[config.mk]
export PLATFORM = sky130hd
export DESIGN_NAME = vga_timing_gen_flat
export DESIGN_NICKNAME = d
export VERILOG_FILES = /design/src/rtl/vga_pkg.sv /design/src/rtl/vga_timing_gen_if.sv /design/src/rtl/vga_axis_counter.sv /design/src/rtl/vga_timing_gen.sv /design/src/flat_wrapper.sv
export SDC_FILE = /design/constraint.sdc
export NUM_CORES = 1
export LEC_CHECK = 0
export CAP_MARGIN = 20
export CORE_MARGIN = 3
export CORE_UTILIZATION = 53
export CTS_CLUSTER_DIAMETER = 60
export DETAILED_ROUTE_END_ITERATION = 16
export GPL_ROUTABILITY_DRIVEN = 1
export GPL_TIMING_DRIVEN = 0
export PLACE_DENSITY = 0.79
export REMOVE_ABC_BUFFERS = 1
export SLEW_MARGIN = 20
export SYNTH_ARGS = -nofsm -noshare
export SYNTH_HDL_FRONTEND = slang
export SYNTH_SLANG_ARGS = --single-unit
[constraint.sdc]
create_clock -name clk -period 1.6 [get_ports clk]
set_clock_uncertainty 0.05 [all_clocks]
set_input_delay 0.16 -clock clk [delete_from_list [all_inputs] [get_ports clk]]
set_output_delay 0.16 -clock clk [all_outputs]
set_load 0.05 [all_outputs]
[src/rtl/vga_pkg.sv]
// Shared constants and types for the VGA timing generator.
// Holds the 640x480@60 default timing and the test-pattern mode encoding.
package vga_pkg;

  localparam int VGA_H_ACTIVE = 640;
  localparam int VGA_H_FP     = 16;
  localparam int VGA_H_SYNC   = 96;
  localparam int VGA_H_BP     = 48;

  localparam int VGA_V_ACTIVE = 480;
  localparam int VGA_V_FP     = 10;
  localparam int VGA_V_SYNC   = 2;
  localparam int VGA_V_BP     = 33;

  typedef enum logic [1:0] {
    BARS    = 2'd0,
    GRID    = 2'd1,
    CHECKER = 2'd2,
    SOLID   = 2'd3
  } pattern_mode_e;

  // Length of one axis (line or frame) in pixels or lines.
  function automatic int axis_total(input int active, input int fp,
                                    input int sync, input int bp);
    return active + fp + sync + bp;
  endfunction

endpackage

[src/rtl/vga_timing_gen_if.sv]
// Video-side bundle of the VGA timing generator: pixel enable and pattern
// select in, syncs/coordinates/pulses/colour out.
interface vga_timing_gen_if
  import vga_pkg::*;
#(
  parameter int H_W     = $clog2(axis_total(VGA_H_ACTIVE, VGA_H_FP, VGA_H_SYNC, VGA_H_BP)),
  parameter int V_W     = $clog2(axis_total(VGA_V_ACTIVE, VGA_V_FP, VGA_V_SYNC, VGA_V_BP)),
  parameter int COLOR_W = 1
) ();

  logic               ce;
  logic [1:0]         mode;
  logic               vga_h_sync;
  logic               vga_v_sync;
  logic               de;
  logic [H_W-1:0]     pix_x;
  logic [V_W-1:0]     pix_y;
  logic               frame_start;
  logic               line_start;
  logic [COLOR_W-1:0] R;
  logic [COLOR_W-1:0] G;
  logic [COLOR_W-1:0] B;

  modport master (
    input  ce, mode,
    output vga_h_sync, vga_v_sync, de, pix_x, pix_y,
           frame_start, line_start, R, G, B
  );

  modport slave (
    output ce, mode,
    input  vga_h_sync, vga_v_sync, de, pix_x, pix_y,
           frame_start, line_start, R, G, B
  );

endinterface

[src/rtl/vga_axis_counter.sv]
// One timing axis: a wrapping counter over ACTIVE+FP+SYNC+BP plus the
// active/sync phase decode of the current count.
module vga_axis_counter
  import vga_pkg::*;
#(
  parameter int ACTIVE = VGA_H_ACTIVE,
  parameter int FP     = VGA_H_FP,
  parameter int SYNC   = VGA_H_SYNC,
  parameter int BP     = VGA_H_BP,
  parameter int W      = $clog2(axis_total(ACTIVE, FP, SYNC, BP))
) (
  input  logic         clk,
  input  logic         rst_n,
  input  logic         en_i,
  output logic [W-1:0] cnt_o,
  output logic         active_o,
  output logic         sync_o
);

  localparam int          TOTAL   = axis_total(ACTIVE, FP, SYNC, BP);
  localparam logic [W-1:0] MAX    = W'(TOTAL - 1);
  localparam logic [31:0] ACT_END = 32'(ACTIVE);
  localparam logic [31:0] SYN_BEG = 32'(ACTIVE + FP);
  localparam logic [31:0] SYN_END = 32'(ACTIVE + FP + SYNC);

  logic [W-1:0] cnt_q, cnt_d;
  logic [31:0]  cnt32;

  // Next count: advance when enabled, wrap from the last count back to 0.
  always_comb begin
    cnt_d = cnt_q;
    if (en_i) begin
      cnt_d = (cnt_q == MAX) ? '0 : cnt_q + W'(1);
    end
  end

  // Count register, cleared immediately by reset.
  always_ff @(posedge clk or negedge rst_n) begin
    if (!rst_n) cnt_q <= '0;
    else        cnt_q <= cnt_d;
  end

  // Phase decode is done in 32 bits so a sync ending exactly at TOTAL cannot overflow W.
  always_comb begin
    cnt32    = 32'(cnt_q);
    active_o = (cnt32 < ACT_END);
    sync_o   = (cnt32 >= SYN_BEG) && (cnt32 < SYN_END);
  end

  assign cnt_o = cnt_q;

endmodule

[src/rtl/vga_timing_gen.sv]
// VGA timing generator: horizontal/vertical counters, registered syncs,
// display enable, coordinates and line/frame pulses, one cycle behind the
// counters. Optional test-pattern colour source is built only when the
// macro VGA_TEST_PATTERN_EN is defined; otherwise R/G/B are tied to 0.
module vga_timing_gen
  import vga_pkg::*;
#(
  parameter int H_ACTIVE = VGA_H_ACTIVE,
  parameter int H_FP     = VGA_H_FP,
  parameter int H_SYNC   = VGA_H_SYNC,
  parameter int H_BP     = VGA_H_BP,
  parameter int V_ACTIVE = VGA_V_ACTIVE,
  parameter int V_FP     = VGA_V_FP,
  parameter int V_SYNC   = VGA_V_SYNC,
  parameter int V_BP     = VGA_V_BP,
  parameter bit HS_POL   = 1'b0,
  parameter bit VS_POL   = 1'b0,
  parameter int COLOR_W  = 1
) (
  input  logic              clk,
  input  logic              rst_n,
  vga_timing_gen_if.master  vga
);

  localparam int H_TOTAL = axis_total(H_ACTIVE, H_FP, H_SYNC, H_BP);
  localparam int V_TOTAL = axis_total(V_ACTIVE, V_FP, V_SYNC, V_BP);
  localparam int H_W     = $clog2(H_TOTAL);
  localparam int V_W     = $clog2(V_TOTAL);
  localparam logic [H_W-1:0] H_MAX = H_W'(H_TOTAL - 1);

  logic [H_W-1:0] h_cnt;
  logic [V_W-1:0] v_cnt;
  logic           h_active, h_sync, v_active, v_sync;
  logic           v_en;

  // The vertical axis steps only on the enabled edge that wraps the line.
  assign v_en = vga.ce && (h_cnt == H_MAX);

  vga_axis_counter #(
    .ACTIVE(H_ACTIVE), .FP(H_FP), .SYNC(H_SYNC), .BP(H_BP), .W(H_W)
  ) u_h_axis (
    .clk     (clk),
    .rst_n   (rst_n),
    .en_i    (vga.ce),
    .cnt_o   (h_cnt),
    .active_o(h_active),
    .sync_o  (h_sync)
  );

  vga_axis_counter #(
    .ACTIVE(V_ACTIVE), .FP(V_FP), .SYNC(V_SYNC), .BP(V_BP), .W(V_W)
  ) u_v_axis (
    .clk     (clk),
    .rst_n   (rst_n),
    .en_i    (v_en),
    .cnt_o   (v_cnt),
    .active_o(v_active),
    .sync_o  (v_sync)
  );

  logic           hs_d, vs_d, de_d, fs_d, ls_d;
  logic           hs_q, vs_q, de_q, fs_q, ls_q;
  logic [H_W-1:0] x_q;
  logic [V_W-1:0] y_q;

  // Output values describing the pixel the counters currently point at.
  always_comb begin
    hs_d = h_sync ? HS_POL : ~HS_POL;
    vs_d = v_sync ? VS_POL : ~VS_POL;
    de_d = h_active && v_active;
    ls_d = (h_cnt == '0);
    fs_d = (h_cnt == '0) && (v_cnt == '0);
  end

  // Output registers: level outputs hold while ce=0, pulses drop so they never repeat.
  always_ff @(posedge clk or negedge rst_n) begin
    if (!rst_n) begin
      hs_q <= ~HS_POL;
      vs_q <= ~VS_POL;
      de_q <= 1'b0;
      fs_q <= 1'b0;
      ls_q <= 1'b0;
      x_q  <= '0;
      y_q  <= '0;
    end else begin
      fs_q <= vga.ce && fs_d;
      ls_q <= vga.ce && ls_d;
      if (vga.ce) begin
        hs_q <= hs_d;
        vs_q <= vs_d;
        de_q <= de_d;
        x_q  <= h_cnt;
        y_q  <= v_cnt;
      end
    end
  end

  assign vga.vga_h_sync  = hs_q;
  assign vga.vga_v_sync  = vs_q;
  assign vga.de          = de_q;
  assign vga.pix_x       = x_q;
  assign vga.pix_y       = y_q;
  assign vga.frame_start = fs_q;
  assign vga.line_start  = ls_q;

`ifdef VGA_TEST_PATTERN_EN
  logic [COLOR_W-1:0] r_d, g_d, b_d;
  logic [COLOR_W-1:0] r_q, g_q, b_q;
  logic [31:0]        x32, y32;
  logic [2:0]         bar;

  // Pattern colour for the current pixel; black outside the visible area.
  always_comb begin
    x32 = 32'(h_cnt);
    y32 = 32'(v_cnt);
    bar = 3'((x32 * 32'd8) / 32'(H_ACTIVE));
    r_d = '0;
    g_d = '0;
    b_d = '0;
    if (de_d) begin
      case (pattern_mode_e'(vga.mode))
        BARS: begin
          r_d = {COLOR_W{bar[2]}};
          g_d = {COLOR_W{bar[1]}};
          b_d = {COLOR_W{bar[0]}};
        end
        GRID: begin
          if ((x32[4:0] == 5'd0) || (y32[4:0] == 5'd0)) begin
            r_d = '1;
            g_d = '1;
            b_d = '1;
          end
        end
        CHECKER: begin
          if (x32[4] ^ y32[4]) begin
            r_d = '1;
            g_d = '1;
            b_d = '1;
          end
        end
        SOLID: begin
          r_d = '1;
          g_d = '1;
          b_d = '1;
        end
        default: begin
          r_d = '0;
          g_d = '0;
          b_d = '0;
        end
      endcase
    end
  end

  // Colour registers share the timing of the sync/de registers.
  always_ff @(posedge clk or negedge rst_n) begin
    if (!rst_n) begin
      r_q <= '0;
      g_q <= '0;
      b_q <= '0;
    end else if (vga.ce) begin
      r_q <= r_d;
      g_q <= g_d;
      b_q <= b_d;
    end
  end

  assign vga.R = r_q;
  assign vga.G = g_q;
  assign vga.B = b_q;
`else
  assign vga.R = {COLOR_W{1'b0}};
  assign vga.G = {COLOR_W{1'b0}};
  assign vga.B = {COLOR_W{1'b0}};
`endif

endmodule

[src/flat_wrapper.sv]
// flat-port wrapper written by rule: the top's interface ports become plain ports
module vga_timing_gen_flat import vga_pkg::*;
#(
  parameter int H_ACTIVE = VGA_H_ACTIVE,
  parameter int H_FP     = VGA_H_FP,
  parameter int H_SYNC   = VGA_H_SYNC,
  parameter int H_BP     = VGA_H_BP,
  parameter int V_ACTIVE = VGA_V_ACTIVE,
  parameter int V_FP     = VGA_V_FP,
  parameter int V_SYNC   = VGA_V_SYNC,
  parameter int V_BP     = VGA_V_BP,
  parameter bit HS_POL   = 1'b0,
  parameter bit VS_POL   = 1'b0,
  parameter int COLOR_W  = 1
)
  (clk, rst_n, vga_ce, vga_mode, vga_vga_h_sync, vga_vga_v_sync, vga_de, vga_pix_x, vga_pix_y, vga_frame_start, vga_line_start, vga_R, vga_G, vga_B);
  vga_timing_gen_if #(.COLOR_W(COLOR_W)) vga_i ();
  input  logic clk;
  input  logic rst_n;
  input wire logic [$bits(vga_i.ce)-1:0] vga_ce;
  input wire logic [$bits(vga_i.mode)-1:0] vga_mode;
  output wire logic [$bits(vga_i.vga_h_sync)-1:0] vga_vga_h_sync;
  output wire logic [$bits(vga_i.vga_v_sync)-1:0] vga_vga_v_sync;
  output wire logic [$bits(vga_i.de)-1:0] vga_de;
  output wire logic [$bits(vga_i.pix_x)-1:0] vga_pix_x;
  output wire logic [$bits(vga_i.pix_y)-1:0] vga_pix_y;
  output wire logic [$bits(vga_i.frame_start)-1:0] vga_frame_start;
  output wire logic [$bits(vga_i.line_start)-1:0] vga_line_start;
  output wire logic [$bits(vga_i.R)-1:0] vga_R;
  output wire logic [$bits(vga_i.G)-1:0] vga_G;
  output wire logic [$bits(vga_i.B)-1:0] vga_B;
  assign vga_i.ce = vga_ce;
  assign vga_i.mode = vga_mode;
  assign vga_vga_h_sync = vga_i.vga_h_sync;
  assign vga_vga_v_sync = vga_i.vga_v_sync;
  assign vga_de = vga_i.de;
  assign vga_pix_x = vga_i.pix_x;
  assign vga_pix_y = vga_i.pix_y;
  assign vga_frame_start = vga_i.frame_start;
  assign vga_line_start = vga_i.line_start;
  assign vga_R = vga_i.R;
  assign vga_G = vga_i.G;
  assign vga_B = vga_i.B;
  vga_timing_gen #(.H_ACTIVE(H_ACTIVE), .H_FP(H_FP), .H_SYNC(H_SYNC), .H_BP(H_BP), .V_ACTIVE(V_ACTIVE), .V_FP(V_FP), .V_SYNC(V_SYNC), .V_BP(V_BP), .HS_POL(HS_POL), .VS_POL(VS_POL), .COLOR_W(COLOR_W)) u_core (.clk(clk), .rst_n(rst_n), .vga(vga_i));
endmodule
==> impl.org, run 1 <==
** Die
- Row count :: 22
- In this run the count of I/O pins placed on the die edge is 33.
- The die covers 4771 sq um.
- The die is 69.07 um wide.
- The initial utilization of the core area, before any placement, comes to 0.5632.
- The core region is 3744 sq um.
- Measured along the y axis, the die boundary spans approximately 70 um.

** Yosys
- Dominant combinational cell family by area after synthesis :: simple AND/OR/NAND/NOR gates
- Yosys printed 0 warnings.
- Of the synthesized area, sequential elements account for 0.5353.
- Area fraction in compound gates after synthesis :: 0.05282
- Of the total synthesized cell area, the portion taken by XOR and XNOR cells is 0.04154.
- In this run the mean area of a mapped cell was ~12 sq um.
- Share of synthesized cell area in and, or, nand and nor gates :: 0.1774
- The mapped netlist covers 2108 sq um.
- After technology mapping, the gate count stands at about 180.
- Number of distinct library cells after synthesis :: 41
- Of the total synthesized cell area, the portion taken by full adders, half adders and majority gates is 0.02374.
- Measured against the total synthesized area, the mux share comes to 0.1116.
- Synthesis inferred 45 register bits.

** Pwr
- For this design the ratio of total power to cell area is 1095 nW/um^2.
- VDD IR max :: 0.8717 mV
- Design Power :: 2.844 mW
- Leakage power :: approximately 1.2 nW

** Outcome
- Run status :: finished, final reports clean

** Drt
- Across all layers, the routed design uses 1442 vias.
- First-pass iteration count of the detailed router :: 4
- Total DRC errors in the routed layout :: 0
- Wirelength, routed :: 4162 um
- Number of DRC markers after the initial detailed-route iteration :: 62
- Dividing the detail-routed via count by the number of cells gives 5.525.
- Dividing the detail-routed wire length by the instance count gives 15.95 um.
- The detail route stage leaves a number of antenna-violating nets equal to 0.

** Setup path
- Critical path class :: flop to flop
- Data on the critical path is required at its endpoint by 1.75 ns.
- Worst setup EP type :: flop
- The worst setup path is launched from a flop.
- Arrival time of the worst setup path :: 1.73 ns
- Cell repeated most along the worst path :: buf_4
- Walking the worst path, the cells encountered are buf_4 -> buf_4 -> nand4_1 -> nor2_1 -> and3_1 -> mux2i_1.
- Of all nets on the critical path, the largest fanout is 3.
- Cell at the slowest stage of the critical path :: dfrtp_1
- In this design, the stage delay of the slowest critical-path cell is 0.37 ns.

** Final layout
- Of the cells placed in the final design, the portion with a size suffix greater than 1 is 0.3146.
- Final Net Count :: 221
- Relative to the synthesized area, the layout overhead comes to 23.20%.
- Number of inserted diodes :: 0
- Count of placed standard cells in the final layout, fillers left out :: 261
- Summing all non-filler instances in the final layout gives an area of 2597 sq um.

** Timing
- Finish-stage setup viols :: 0
- The worst pin sits at a relative slew slack of 0.5665.
- In the finished design, the share of the clock period the worst path needs comes to 0.9860.
- Shortest clock period the worst path allows after layout :: 1.578 ns
- Final Hold Violating Endpoints :: 0
- Static timing analysis puts the maximum clock frequency at 633.9 MHz.
- The total count of max-transition violations in the final report came to 0.
- At the pin with the least slew margin, the transition time is 0.6502 ns.

** CTS
- In this run the clock root is driven by a clkbuf_8.
- Clock sink count :: 45
- After clock tree synthesis, the clock-pin slew on the worst setup and hold paths is 0.09 ns.
- Number of buffers created by CTS :: 5
- Worst-case clock buffer depth :: 2
- The later pin in the worst-skew pair is clocked with a latency of around 0.3 ns.
- # H-tree levels :: 2
- CTS tree :: yes

** Flow run
- Max-cap violations in this run came to 0.

** Placed design
- Port buffering added 27 buffers.
- Final HPWL from detailed placement :: ~2600 um
- Routability-driven placement congestion ratio :: 0.8098
- Placed cells :: between 200 and 250
- In this run the cell area measured after placement is 2369 sq um.

** Global route
- Entering global routing, the biggest net connects 35 pins.
- First-pass GRT wire length :: ~6700 um
- Vias in the first global route :: about 1500
- GRT overflow :: 0
- For this run, the total global-route usage over all layers was measured as 0.1678.
- The number of antenna violations at the first check in global routing was 0.

** Hold path
- Tightest Hold Check Type :: primary input to async pin
-- metal layers --
layer | track usage | wire (um) | up-vias
li1 | - | - | 686
met1 | 0.2141 | 1725 | 717
met2 | 0.2839 | 2227 | 32
met3 | 0.04665 | 170 | 7
met4 | 0.03905 | 38 | 0
met5 | 0 | 0 | -
-- stage by stage --
stage,TNS (ns),util,setup slack (ns),hold WS [ns]
final,0,0.6939,0.02236,0.3248
after global routing,-0.1262,0.6939,-0.07920,0.3717
after CTS,0,0.6654,0.01045,0.3432
after detailed placement,-1.579,0.6327,-0.2299,0.1216
after global placement,-62.20,0.6280,-1.056,0.4310
after floorplan,0,-,0.1554,-0.1856
-- final cells by class --
type	instances	area (sq um)
sequential	45	1134
inverter	6	22.52
fill	278	1146
tap	48	60.06
timing repair buffer	41	356.6
multi-input combinational	113	934.6
clock buffer	8	90.09
-- repair_timing --
action,CTS,global route
hold buffers,1,0
setup buffers,7,5
gates cloned,0,0
resized for setup,26,14
setup endpoints to repair,28,9
pin swaps,1,1
hold endpoints to repair,20,0
-- cells in the mapped netlist (all sizes together) --
library cell,instances,share of area
a21o,2,0.0071
a21oi,2,0.0047
a221o,1,0.0047
a22o,1,0.0047
a31oi,2,0.0059
a41o,1,0.0047
and3,10,0.033
and4,3,0.015
and4b,2,0.011
and4bb,1,0.0059
buf,12,0.043
clkbuf,1,0.0018
conb,1,0.0018
dfrtp,43,0.51
dfstp,2,0.025
ha,4,0.024
inv,6,0.011
mux2,20,0.11
mux2i,1,0.0047
nand2,7,0.012
nand3,12,0.031
nand4,2,0.013
nor2,8,0.018
nor2b,4,0.012
nor3,2,0.0047
nor3b,1,0.0036
nor4,4,0.012
nor4b,1,0.0042
o21ai,7,0.017
o32ai,1,0.0042
or2,1,0.0030
xnor2,6,0.025
xor2,4,0.017
-- path summary, 6_finish.rpt --
kind / start / end / slack, ns / cells past startpoint
worst max register to register: u_core.u_h_axis.cnt_o[0]$_DFFE_PN0P_ / u_core.u_h_axis.cnt_o[9]$_DFFE_PN0P_ / 0.02 / 6
worst min-delay path: rst_n / u_core.u_v_axis.cnt_o[8]$_DFFE_PN0P_ / 0.32 / 2
min in group clk: vga_ce / u_core.vga.vga_v_sync$_DFFE_PN1P_ / 0.37 / 3
max in group asynchronous: rst_n / u_core.u_h_axis.cnt_o[5]$_DFFE_PN0P_ / 0.66 / 3
worst max-delay path: u_core.u_h_axis.cnt_o[0]$_DFFE_PN0P_ / u_core.u_h_axis.cnt_o[9]$_DFFE_PN0P_ / 0.02 / 6
worst min register to register: u_core.vga.pix_x[9]$_DFFE_PN0P_ / u_core.vga.pix_x[9]$_DFFE_PN0P_ / 0.46 / 1
-- sequential cells by signal, summed over array words and instances (netlist names) --
| register | count |
|---|---|
| u_core.vga.de | 1 |
| u_core.vga.frame_start | 1 |
| u_core.u_v_axis.cnt_o | 10 |
| u_core.vga.vga_v_sync | 1 |
| u_core.vga.vga_h_sync | 1 |
| u_core.u_h_axis.cnt_o | 10 |
| u_core.vga.pix_x | 10 |
| u_core.vga.line_start | 1 |
| u_core.vga.pix_y | 10 |
-- critical path, delay by kind of cell (launching register included) --
| kind | cells | cell delay [ns] |
|---|---|---|
| buffers and inverters | 2 | 0.21 |
| flip-flops | 1 | 0.37 |
| AND/OR/NAND/NOR | 3 | 0.64 |
| multiplexers | 1 | 0.22 |
-- power by group --
group | internal, mW | switching (mW) | total, mW
Clock | 0.353 | 0.372 | 0.725
Combinational | 0.263 | 0.446 | 0.709
Sequential | 1.27 | 0.137 | 1.41
Total | 1.89 | 0.955 | 2.84
-- logic make-up after synthesis --
logic type               count (synthesis)
flip-flops                              45
multiplexers                            21
AO/OA/AOI/OAI                           17
XOR/XNOR                                10
adder cells (fa/ha/maj)                  4
buffers and inverters                   19
AND/OR/NAND/NOR                         58
other                                    1
-- placed cells by master (no fill, tap or decap), types with 4 or more instances in the layout --
cell type / count
xnor2_1: 6
dlygate4sd2_1: 25
and3_2: 6
mux2_2: 20
dfrtp_1: 39
nand2_1: 7
clkbuf_8: 6
nor2_1: 7
and3_1: 4
dfrtp_2: 4
inv_1: 6
buf_4: 12
o21ai_1: 4
nand3_1: 10
xor2_1: 4
No activity file was read; power rests on OpenSTA's default activity.
==> run 2, diff against run 1 <==
--- a/config.mk
+++ b/config.mk
@@ -6,13 +6,13 @@
 export NUM_CORES = 1
 export LEC_CHECK = 0
 export CAP_MARGIN = 20
-export CORE_MARGIN = 3
-export CORE_UTILIZATION = 53
+export CORE_MARGIN = 2
+export CORE_UTILIZATION = 57
 export CTS_CLUSTER_DIAMETER = 60
 export DETAILED_ROUTE_END_ITERATION = 16
 export GPL_ROUTABILITY_DRIVEN = 1
 export GPL_TIMING_DRIVEN = 0
-export PLACE_DENSITY = 0.79
+export PLACE_DENSITY = 0.82
 export REMOVE_ABC_BUFFERS = 1
 export SLEW_MARGIN = 20
 export SYNTH_ARGS = -nofsm -noshare
==> constraint.sdc (replaced) <==
create_clock -name clk -period 2 [get_ports clk]
set_clock_uncertainty 0.05 [all_clocks]
set_input_delay 0.2 -clock clk [delete_from_list [all_inputs] [get_ports clk]]
set_output_delay 0.2 -clock clk [all_outputs]
set_load 0.05 [all_outputs]
==> impl.org, run 2 (synthesis results as in run 1) <==
** Outcome
- The run finished with clean final reports.

** Timing
- Final hold analysis gives a worst-case slack of 0.3821 ns.
- Setup slack closes at 0.1234 ns.
- Transition time at the pin with the least slew margin :: 0.6411 ns
- Final Max Slew Viols :: 0
- After routing, the total negative slack on setup checks comes to 0 ns.
- Setup repair after global routing left no endpoint under its margin.
- The number of hold violations in the final report was 0.
- Finish-stage setup viols :: 0
- Highest clock rate :: 532.9 MHz
- Counting I/O delays and the setup requirement, the final critical path takes 1.877 ns.
- Of the available clock period, the critical path in the final layout requires 0.9383.
- The worst pin sits at a relative slew slack of 0.5726.

** Final layout
- Count of placed standard cells in the final layout, fillers left out :: 249
- Reg area :: 1129 sq um
- Once layout is complete, the utilization of the core stands at 0.6877.
- Of the cells placed in the final design, the portion with a size suffix greater than 1 is 0.2338.
- The layout has 277 filler cells.
- The multi-input combinational cells in the finished layout cover a total of 869.6 sq um.
- Synth-to-Final Area Change :: 17.63%
- Final instance area :: about 2500 sq um
- Commonest cells after routing, fill and taps aside :: dfrtp_1 (43), clkdlybuf4s50_1 (25), mux2_2 (20), nand3_1 (11)
- The final layout contains 209 nets.
- Number of inserted diodes :: 0
- Leaving out fill and tap cells, the most frequent cell in the layout is dfrtp_1.

** CTS
- Quantity of hold-fixing buffers added after cts :: 1
- The longest clock path from root to sink contains 2 buffers.
- CTS saw between 40 and 50 sinks.
- Clock root buffer master :: clkbuf_8
- In this run the number of H-tree levels came out at 2.
- Reg clk slew, reported paths :: roughly 0.08 ns
- The later pin in the worst-skew pair is clocked with a latency of roughly 0.30 ns.
- TritonCTS created 5 clock buffers.
- CTS tree :: yes
- In this run, post-CTS repair resized a total of 0 instances.
- Post-CTS setup buffer count :: 0

** Drt
- Summed over all layers, the routed wires come to ~3700 um.
- Dividing the detail-routed wire length by the instance count gives ~15 um.
- The count of nets left with antenna violations once routing finished came out at 0.
- Vias after detailed routing :: 1402
- In the routed layout, each cell is associated on average with a via count of 5.631.
- The first detailed-routing pass took 4 iterations.
- Total DRC errors in the routed layout :: 0
- Number of DRC markers after the initial detailed-route iteration :: 111

** Global route
- Pin count of the biggest net entering global routing :: 35
- The number of antenna violations at the first check in global routing came to 0.
- The first global-routing pass estimated 6451 um of wire.
- Across every metal layer, demand over resource in global routing totals 0.2054.
- GRT overflow :: 0
- The via count of the first global-routing pass came to 1420.

** Placed design
- Input and output buffers added on the ports amount to 27.
- Routability-driven placement congestion ratio :: 0.7884
- Final HPWL from detailed placement :: between 2000 and 3000 um
- The placed instances occupy a cell area of ~2400 sq um.
- Placed cells :: 240
- Post-placement setup slack :: between 0.1 and 0.15 ns

** Setup path
- Critical path required time :: 1.75 ns
- Worst setup EP type :: output port
- Critical path class :: flop to output port
- Cell at the slowest stage of the critical path :: clkdlybuf4s50_1
- The number of buffers and inverters on the critical path is 1.
- Data arrives at the worst endpoint at 1.63 ns.
- Critical path peak fanout :: 2
- The critical path goes through clkdlybuf4s50_1.
- Startpoint Class :: flop
- In this design, the largest share of critical-path delay is due to buffers and inverters.
- The largest single stage delay on the critical path is 0.79 ns.

** Pwr
- Of the total power, the share spent switching nets is 0.3284.
- VDD IR max :: 1.026 mV
- Power share of the clock group :: 0.267
- Power density over the cells :: 920.1 nW/um^2
- Design Power :: 2.282 mW
- The analysis attributes to cell leakage a power of around 1.1 nW.
- Of the total power, combinational logic draws 0.234.
- The internal power of the cells totals 1.533 mW.
- Of the total power, registers draw 0.500.
- Switching power summed over all nets :: ~750 uW

** Die
- Full die area :: approximately 4200 sq um
- For this configuration, the core starts out at a cell density of 0.5847.
- 33 I/O pins were placed.
- Row count :: 22
- Core Box Area :: 3606 sq um
- Vertical extent of the die :: 64.82 um
- Die X :: 64.82 um

** Hold path
- Tightest Hold Check Type :: primary input to async pin

** Flow run
- The tool flagged a number of max-cap violations equal to 0.
-- run 2: power by group through the flow --
stage | Combinational, mW | Sequential [mW] | Clock (mW)
finish | 0.533 | 1.14 | 0.609
global route | 0.570 | 1.16 | 0.676
CTS | 0.539 | 1.14 | 0.623
detailed placement | 0.534 | 1.16 | 0
global placement | 0.520 | 1.14 | 0
floorplan | 0.167 | 1.32 | 0
-- run 2: path summary, 6_finish.rpt --
| check | cells past startpoint | endpoint | from | slack [ns] |
|---|---|---|---|---|
| worst max-delay path | 1 | vga_vga_h_sync | u_core.vga.vga_h_sync$_DFFE_PN1P_ | 0.12 |
| worst min-delay path | 2 | u_core.u_v_axis.cnt_o[0]$_DFFE_PN0P_ | rst_n | 0.38 |
| max in group asynchronous | 3 | u_core.vga.vga_h_sync$_DFFE_PN1P_ | rst_n | 0.95 |
| worst max register to register | 4 | u_core.u_v_axis.cnt_o[3]$_DFFE_PN0P_ | u_core.u_v_axis.cnt_o[4]$_DFFE_PN0P_ | 0.29 |
| worst min register to register | 2 | u_core.vga.vga_h_sync$_DFFE_PN1P_ | u_core.vga.vga_h_sync$_DFFE_PN1P_ | 0.45 |
| min in group clk | 3 | u_core.vga.vga_h_sync$_DFFE_PN1P_ | vga_ce | 0.40 |
-- run 2: area by class of cell --
type	count	share of cell area
inverter	6	0.009082
clock buffer	7	0.03885
clock inverter	1	0.002018
timing repair buffer	29	0.1201
sequential	45	0.4551
multi-input combinational	113	0.3507
tap	48	0.02422
-- run 2: metal layers --
metal	track usage	vias to the layer above	part of all wire
li1	-	662	-
met1	0.2354	689	0.42
met2	0.3415	43	0.51
met3	0.07465	8	0.053
met4	0.09574	0	0.019
met5	0	-	0
==> run 3, diff against run 2 <==
--- a/config.mk
+++ b/config.mk
@@ -5,7 +5,7 @@
 export SDC_FILE = /design/constraint.sdc
 export NUM_CORES = 1
 export LEC_CHECK = 0
-export CAP_MARGIN = 20
+export CAP_MARGIN = 5
 export CORE_MARGIN = 2
 export CORE_UTILIZATION = 57
 export CTS_CLUSTER_DIAMETER = 60
@@ -14,7 +14,7 @@
 export GPL_TIMING_DRIVEN = 0
 export PLACE_DENSITY = 0.82
 export REMOVE_ABC_BUFFERS = 1
-export SLEW_MARGIN = 20
 export SYNTH_ARGS = -nofsm -noshare
 export SYNTH_HDL_FRONTEND = slang
 export SYNTH_SLANG_ARGS = --single-unit
+export TNS_END_PERCENT = 30
==> impl.org, run 3 (synthesis results as in run 1) <==
** Setup path
- Critical path class :: flop to output port
- Number of buffer and inverter instances along the worst setup path :: 1
- STA classifies the critical path endpoint as an output port.
- Startpoint Class :: flop
- In this run the worst path has a maximum fanout of 2.
- For the worst setup path, the data required time is 1.75 ns.
- Maximum single-stage delay on the critical path :: 0.79 ns
- At the worst endpoint, the arrival time is around 1.6 ns.
- Critical path, cell by cell :: clkdlybuf4s50_1
- CP top delay family :: buffers and inverters
- Among all stages on the critical path, the largest delay is contributed by clkdlybuf4s50_1.

** Hold path
- In this run the worst hold path is classified as primary input to async pin.

** Timing
- Shortest clock period the worst path allows after layout :: 1.872 ns
- Across all setup checks in the final design, the least slack found is roughly 0.13 ns.
- Setup repair after global routing left no endpoint under its margin.
- In the finished design, the share of the clock period the worst path needs comes to 0.9359.
- Final Hold Violating Endpoints :: 0
- Transition time at the pin with the least slew margin :: between 0.7 and 0.8 ns
- Slew Limit Headroom :: 0.5053
- The total count of max-transition violations in the final report is 0.
- Highest clock rate :: 534.3 MHz
- Setup violations remaining at the end of the flow were counted as 0.

** Final layout
- Final Net Count :: 209
- Layout cell share with drive strength beyond 1 :: 0.2338
- Leaving out fill and tap cells, the most frequent cells in the layout are dfrtp_1 (43), clkdlybuf4s50_1 (25), mux2_2 (20), nand3_1 (11).
- Leaving out fill and tap cells, the most frequent cell in the layout is dfrtp_1.
- Once layout is complete, the utilization of the core stands at 0.6895.
- The number of antenna diodes in the final layout is 0.
- Synth-to-Final Area Change :: 17.92%

** Placed design
- Number of port buffers :: 27
- Routability-driven placement congestion ratio :: around 0.79
- Before CTS, the worst setup slack after placement is -0.7471 ns.
- Detailed placement ended at an HPWL of 2641 um.

** CTS
- TritonCTS built the clock tree.
- For the worst-skew pair, the clock arrives at the later sink with an insertion delay of 0.30 ns.
- Reg clk slew, reported paths :: 0.08 ns
- Clock root buffer master :: clkbuf_8
- Number of buffers created by CTS :: 5
- Clock sink count :: 45
- Worst-case clock buffer depth :: 2
- The H-tree generated during clock tree synthesis spans 2 levels.

** Global route
- GRT overflow :: 0
- For this run, the total global-route usage over all layers was measured as 0.2069.
- First-pass GRT wire length :: 6589 um
- The via count of the first global-routing pass is roughly 1400.
- Pin count of the biggest net entering global routing :: 35
- The number of antenna violations at the first check in global routing was 0.

** Outcome
- The flow ran to the end, and the final reports show no timing, DRC or antenna violations.

** Drt
- The routed layout has 1408 vias.
- First-pass iteration count of the detailed router :: 4
- In this run the remaining antenna-violating nets after routing total 0.
- Dividing the detail-routed wire length by the instance count gives 14.85 um.
- Using the TritonRoute via totals, the vias-per-cell ratio works out to 5.655.
- After detailed routing, the number of remaining DRC violations is 0.
- Number of DRC markers after the initial detailed-route iteration :: 93
- The routed design has 3697 um of wire.

** Die
- Starting density of the core :: 0.5847
- Core Box Area :: around 3600 sq um
- Vertical extent of the die :: 64.82 um
- The floorplan step defined a die boundary enclosing approximately 4200 sq um.
- In this run the core area contains 22 standard-cell rows.
- Pin placement for this block handled 33 I/O pins.
- Die X :: approximately 65 um

** Pwr
- VDD IR max :: 1.038 mV
- Design Power :: 2.276 mW
- Power density over the cells :: 915.5 nW/um^2
- Leakage power :: 1.129 nW

** Flow run
- Across the run, the number of max-cap violations was 0.
-- run 3: timing repair --
action                                  4_1_cts  5_1_grt
hold buffers                                  1        0
setup buffers                                 0        0
endpoints found under the setup margin       18        0
endpoints found under the hold margin        22        0
resized for setup                             3        0
-- run 3: final timing paths --
kind                                                            from                                    to  slack, ns  cells past startpoint
worst max-delay path               u_core.vga.vga_h_sync$_DFFE_PN1P_                        vga_vga_h_sync       0.13                      1
worst min-delay path                                           rst_n       u_core.vga.pix_y[3]$_DFFE_PN0P_       0.39                      2
worst max register to register  u_core.u_v_axis.cnt_o[4]$_DFFE_PN0P_  u_core.u_v_axis.cnt_o[3]$_DFFE_PN0P_       0.28                      4
worst min register to register     u_core.vga.vga_h_sync$_DFFE_PN1P_     u_core.vga.vga_h_sync$_DFFE_PN1P_       0.45                      2
max in group asynchronous                                      rst_n     u_core.vga.vga_h_sync$_DFFE_PN1P_       0.94                      3
min in group clk                   u_core.vga.vga_h_sync$_DFFE_PN1P_     u_core.vga.vga_h_sync$_DFFE_PN1P_       0.45                      2
-- run 3: metal layers --
metal	track usage	share of wire	vias to the layer above
met3	0.06250	0.040	6
met2	0.3454	0.53	31
met4	0.08777	0.012	0
met5	0	0	-
met1	0.2482	0.42	702
li1	-	-	669
-- run 3: metrics by stage --
stage / setup TNS (ns) / instances / hold WS (ns) / area (sq um)
after detailed placement: -15.03 / 240 / 0.1707 / 2374
after global routing: 0 / 249 / 0.4129 / 2486
after CTS: 0 / 249 / 0.3983 / 2486
after global placement: -29.57 / 239 / 0.4294 / 2351
final: 0 / 249 / 0.3860 / 2486
after floorplan: 0 / 164 / -0.1456 / 2021
-- run 3: cell type report --
type                       instances  area, sq um
fill                             265         1120
inverter                           6        22.52
clock inverter                     1        5.005
tap                               48        60.06
sequential                        45         1129
timing repair buffer              29        304.0
multi-input combinational        113        869.6
clock buffer                       7        96.34
-- run 3: report_power, final --
part | internal (mW) | switching (mW)
Combinational | 0.207 | 0.328
Clock | 0.312 | 0.291
Sequential | 1.01 | 0.124
